### src/rtl/sevenseg_pkg.sv
// rtl/sevenseg_pkg.sv - segment type, blank pattern and hex glyph table for the scan driver
package sevenseg_pkg;

  typedef logic [6:0] seg_t;

  localparam seg_t SEG_OFF = 7'b1111111;

  // Active-low {g,f,e,d,c,b,a} glyphs, indexed by nibble value
  localparam seg_t SEG_LUT [16] = '{
    7'b1000000, 7'b1111001, 7'b0100100, 7'b0110000,
    7'b0011001, 7'b0010010, 7'b0000010, 7'b1111000,
    7'b0000000, 7'b0010000, 7'b0001000, 7'b0000011,
    7'b1000110, 7'b0100001, 7'b0000110, 7'b0001110
  };

endpackage

### src/rtl/hex_seg_lut.sv
// rtl/hex_seg_lut.sv - combinational nibble to active-low seven-segment decoder
module hex_seg_lut
  import sevenseg_pkg::*;
(
  input  logic [3:0] nibble,
  output seg_t       seg
);

  assign seg = SEG_LUT[nibble];

endmodule

### src/rtl/sevenseg_scan_driver.sv
// rtl/sevenseg_scan_driver.sv - multiplexed seven-segment scanner with frame-synchronous update
// Leading-zero blanking is compiled in only when SEVENSEG_LZ_BLANK_EN is defined.
module sevenseg_scan_driver
  import sevenseg_pkg::*;
#(
  parameter int NUM_DIGITS   = 4,
  parameter int REFRESH_DIV  = 50000,
  parameter int BLANK_CYCLES = 2
) (
  input  logic                    clk,
  input  logic                    rst,
  input  logic [4*NUM_DIGITS-1:0] value,
  input  logic [NUM_DIGITS-1:0]   dp_in,
  input  logic                    load,
  input  logic                    blank_lz,
  output logic [6:0]              seg,
  output logic                    dp,
  output logic [NUM_DIGITS-1:0]   an
);

  localparam int PW = $clog2(REFRESH_DIV);
  localparam int IW = $clog2(NUM_DIGITS);

  typedef logic [NUM_DIGITS-1:0][3:0] nib_arr_t;

  logic [PW-1:0]         presc_q, presc_d;
  logic [IW-1:0]         idx_q, idx_d;
  nib_arr_t              pend_val_q, pend_val_d;
  nib_arr_t              act_val_q, act_val_d;
  logic [NUM_DIGITS-1:0] pend_dp_q, pend_dp_d;
  logic [NUM_DIGITS-1:0] act_dp_q, act_dp_d;
  seg_t                  seg_q, seg_d;
  logic                  dp_q, dp_d;
  logic [NUM_DIGITS-1:0] an_q, an_d;
  logic                  tick, frame_end, digit_blank;
  seg_t                  lut_seg;

  assign tick      = (presc_q == PW'(REFRESH_DIV - 1));
  assign frame_end = tick && (idx_q == IW'(NUM_DIGITS - 1));

  // Active only moves at the frame boundary, so it sees pending as it was before any coincident load
  always_comb begin
    presc_d    = tick ? '0 : presc_q + 1'b1;
    idx_d      = idx_q;
    if (tick) begin
      idx_d = frame_end ? '0 : idx_q + 1'b1;
    end
    pend_val_d = load ? value : pend_val_q;
    pend_dp_d  = load ? dp_in : pend_dp_q;
    act_val_d  = frame_end ? pend_val_q : act_val_q;
    act_dp_d   = frame_end ? pend_dp_q : act_dp_q;
  end

`ifdef SEVENSEG_LZ_BLANK_EN
  logic [IW-1:0] msd;

  always_comb begin
    msd = '0;
    for (int i = 1; i < NUM_DIGITS; i++) begin
      if (act_val_q[i] != 4'h0) msd = IW'(i);
    end
  end

  assign digit_blank = blank_lz && (idx_q > msd);
`else
  logic unused_blank_lz;
  assign unused_blank_lz = blank_lz;
  assign digit_blank     = 1'b0;
`endif

  hex_seg_lut u_lut (
    .nibble (act_val_q[idx_q]),
    .seg    (lut_seg)
  );

  // Dark window at the start of each slot hides the anode/segment switch-over
  always_comb begin
    an_d  = '1;
    seg_d = SEG_OFF;
    dp_d  = 1'b1;
    if (presc_q >= PW'(BLANK_CYCLES)) begin
      an_d[idx_q] = 1'b0;
      if (!digit_blank) begin
        seg_d = lut_seg;
        dp_d  = ~act_dp_q[idx_q];
      end
    end
  end

  always_ff @(posedge clk or posedge rst) begin
    if (rst) begin
      presc_q    <= '0;
      idx_q      <= '0;
      pend_val_q <= '0;
      pend_dp_q  <= '0;
      act_val_q  <= '0;
      act_dp_q   <= '0;
      seg_q      <= SEG_OFF;
      dp_q       <= 1'b1;
      an_q       <= '1;
    end else begin
      presc_q    <= presc_d;
      idx_q      <= idx_d;
      pend_val_q <= pend_val_d;
      pend_dp_q  <= pend_dp_d;
      act_val_q  <= act_val_d;
      act_dp_q   <= act_dp_d;
      seg_q      <= seg_d;
      dp_q       <= dp_d;
      an_q       <= an_d;
    end
  end

  assign seg = seg_q;
  assign dp  = dp_q;
  assign an  = an_q;

endmodule

### config.mk
export PLATFORM = sky130hd
export DESIGN_NAME = sevenseg_scan_driver
export DESIGN_NICKNAME = d
export VERILOG_FILES = /design/src/rtl/sevenseg_pkg.sv /design/src/rtl/hex_seg_lut.sv /design/src/rtl/sevenseg_scan_driver.sv
export SDC_FILE = /design/constraint.sdc
export NUM_CORES = 1
export LEC_CHECK = 0
export CAP_MARGIN = 20
export CORE_MARGIN = 4
export CORE_UTILIZATION = 50
export CTS_BUF_LIST = sky130_fd_sc_hd__clkbuf_8
export DETAILED_ROUTE_END_ITERATION = 10
export MAX_ROUTING_LAYER = met4
export PLACE_DENSITY = 0.72
export SKIP_LAST_GASP = 1
export SYNTH_ARGS = -nofsm -noshare
export SYNTH_HDL_FRONTEND = slang
export SYNTH_SLANG_ARGS = --single-unit
export TNS_END_PERCENT = 20
### constraint.sdc
create_clock -name clk -period 3.8 [get_ports clk]
set_input_delay 0.57 -clock clk [delete_from_list [all_inputs] [get_ports clk]]
set_output_delay 0.57 -clock clk [all_outputs]
set_load 0.02 [all_outputs]
==> impl_metrics.csv <==
group,metric,value,unit
critical_path,crit_end,"act_val_q[8]",
clocking,cts_resized,0,
power,vdd_drop_max,0.243,mV
place,port_buffers,34,
place,place.gp.congestion,0.825,
critical_path,worstPathCellList,"or4_4 -> nor4_4 -> nand3_2 -> mux2_4",
critical_path,crit_buf_inv,0,
final_layout,regArea,0.00177,sq mm
clocking,cts_tree,"done",
sta,finalCriticalPeriod,2.58,ns
sta,slew_violations,0,
sta,setup_viol,0,
hold_path,min_path_cells,1,
floorplan,die_h,88.8,um
run,max_cap_viol_count,0,
critical_path,cp-startpoint,"presc_q[13]",
sta,fin_skew,0.00952,ns
sta,fmax,0.388,GHz
sta,fin_crit_sh,0.678,
floorplan,ioPinCount,36,
critical_path,reg2reg_from,"presc_q[13]",
synthesis,synthTopCellsByArea,"dfrtp_1 (45%), dfstp_2 (9.7%), mux2_4 (9.2%)",
place,hpwl,3700,um
synthesis,synth.top_cell.area_share,0.445,
critical_path,crit_path_start_kind,"flip-flop",
floorplan,fp.dieW,88.8,um
hold_path,hold_path.class,"flip-flop to flip-flop",
synthesis,synth-seq-cells,70,
place,placed_cell_area,0.00365,sq mm
synthesis,syn_avg_cell_area,13.6,sq um
clocking,cts_buffer_depth,2,
global_routing,grt_pass1_wl,9230,um
final_layout,diodes,0,
final_layout,nNetsFinal,311,
sta,max_slew.worst_pin.slew,0.896,ns
clocking,clk_latency,0.34,ns
critical_path,crit_cells,4,
critical_path,cpLargestDelayFamily,"simple AND/OR/NAND/NOR gates",
clocking,cts_root_buffer,"clkbuf_8",
global_routing,grt_max_degree,71,
floorplan,core_area,0.00635,sq mm
critical_path,end_kind,"flip-flop",
synthesis,yosysSeqAreaShare,0.542,
synthesis,syn_area,0.00326,sq mm
drt,ant_nets,0,
global_routing,grt_pass1_vias,1946,
synthesis,syn_nets,275,
clocking,cts_sinks,70,
drt,first_pass_iters,4,
outcome,status,"finished clean",
critical_path,cp_data_required_time,4.02,ns
power,power.density,379,mW/mm^2
synthesis,ys_warn_count,0,
drt,viasPerCell,5.39,
critical_path,arrival,2.80,ns
synthesis,yosysUniqueCellTypes,39,
global_routing,overflow,0,
floorplan,die_area,0.00788,sq mm
floorplan,rows,29,
final_layout,syn_to_final_growth,18.3,%
clocking,cts_buffers,9,
drt,first_iter_violations,62,
final_layout,fill_cells,503,
clocking,cts_setup_buffers,0,
synthesis,yosys.area.top_type,"dfrtp_1",
sta,relSlewSlack,0.401,
floorplan,initial_core_util,0.513,
sta,hold_viol,0,
final_layout,fin_util,0.607,
clocking,htreeDepth,3,
clocking,path_clk_slew,0.08,ns
critical_path,critPathSlowestCell,"nand3_2",
final_layout,drive_gt1_frac,0.294,
drt,wire_per_inst,15.4,um
critical_path,r2r_slack,1.22,ns
critical_path,crit_fanout,20,
global_routing,grt.total_usage,0.160,
critical_path,r2r_end,"act_val_q[8]",
power,p_leak,1.77,nW
sta,rsz0062_at_grt,"false",
global_routing,antenna_found_initial,0,
critical_path,worstSetupPathType,"flip-flop to flip-flop",
critical_path,cpPeakStageDelay,0.66,ns
critical_path,reg2reg_depth,4,
drt,vias,1920,
clocking,hold_buffers,0,
final_layout,multi_input_comb_area,0.00141,sq mm
drt,wl,5470,um
drt,drcViolationCount,0,
final_layout,fin_area,0.00386,sq mm
synthesis,postSynthCellCount,239,
sta,tns,0,ns
## per-stage QoR
step	std cells	power, mW	setup slack, ns	hold slack (ns)
after floorplan	239	0.825	1.48	0.447
after global placement	341	0.856	1.25	0.467
after detailed placement	341	0.859	1.22	0.477
after CTS	356	1.48	1.20	0.487
after global routing	356	1.53	1.12	0.511
final	356	1.46	1.22	0.489
## synth_stat cells (all sizes together)
cell,n
a21oi,2
and2,3
and3,4
buf,5
clkbuf,5
dfrtp,58
dfstp,12
ha,12
inv,7
mux2,41
mux2i,1
mux4,6
nand2,12
nand2b,1
nand3,12
nand3b,1
nand4,3
nor2,12
nor3,3
nor3b,2
nor4,3
o211ai,4
o21a,2
o21ai,4
o21ba,1
o221ai,1
o31a,1
o31ai,2
or2,1
or4,2
xnor2,4
xor2,12
## cell usage in the layout, fill, tap and decap left out, drive strengths merged, types with 2 or more instances in the layout
| cell type | synthesis | routed |
|---|---|---|
| ha | 12 | 12 |
| o211ai | 4 | 4 |
| and2 | 3 | 3 |
| dfrtp | 58 | 58 |
| mux2 | 41 | 41 |
| o31ai | 2 | 2 |
| nand4 | 3 | 3 |
| nor3 | 3 | 3 |
| nor2 | 12 | 12 |
| o21ai | 4 | 4 |
| mux4 | 6 | 6 |
| dfstp | 12 | 12 |
| nor3b | 2 | 2 |
| nand3 | 12 | 12 |
| clkdlybuf4s50 | 0 | 34 |
| a21oi | 2 | 2 |
| clkbuf | 5 | 12 |
| nand2 | 12 | 12 |
| xnor2 | 4 | 4 |
| o21a | 2 | 2 |
| xor2 | 12 | 12 |
| and3 | 4 | 4 |
| nor4 | 3 | 3 |
| inv | 7 | 7 |
| or4 | 2 | 2 |
## flip-flops by register name, summed over array words and instances (netlist names)
name	flops
idx_q	2
dp	1
pend_val_q	16
act_dp_q	4
act_val_q	16
presc_q	16
an	4
seg	7
pend_dp_q	4
## per-layer routing
layer  GRT usage  wire length, um  up-vias
li1            -                -      911
met1       0.208             2610      969
met2       0.238             2590       30
met3      0.0326              177       10
met4      0.0769              100        0
met5           -                0        -
## area by class of cell
type	instances	area share
flip-flops and latches	70	0.458
multi-input cells	152	0.366
repair buffers	35	0.0902
clock buffers	12	0.0428
well taps	77	0.0250
clock inverters	3	0.0110
inverters	7	0.00681
## logic make-up after synthesis
logic type	share of synthesized area
flops	0.542
simple gates	0.0986
mux	0.209
compound gates	0.0361
buf+inv	0.0253
xor+xnor	0.0430
fa+ha+maj	0.0460
## power breakdown
group	switching (mW)	internal, mW	leakage, nW	total (mW)
logic	0.0249	0.0400	0.789	0.0649
clock network	0.268	0.352	0.104	0.621
registers	0.0107	0.767	0.875	0.777
total	0.304	1.16	1.77	1.46
## how the worst min path moves through the flow
stage | from | end
after detailed placement | presc_q[0] | presc_q[0]
after global routing | presc_q[0] | presc_q[0]
final | presc_q[0] | presc_q[0]
after floorplan | presc_q[0] | presc_q[0]
after CTS | presc_q[0] | presc_q[0]
after global placement | presc_q[0] | presc_q[0]
Power figures use the tool's default switching activity.
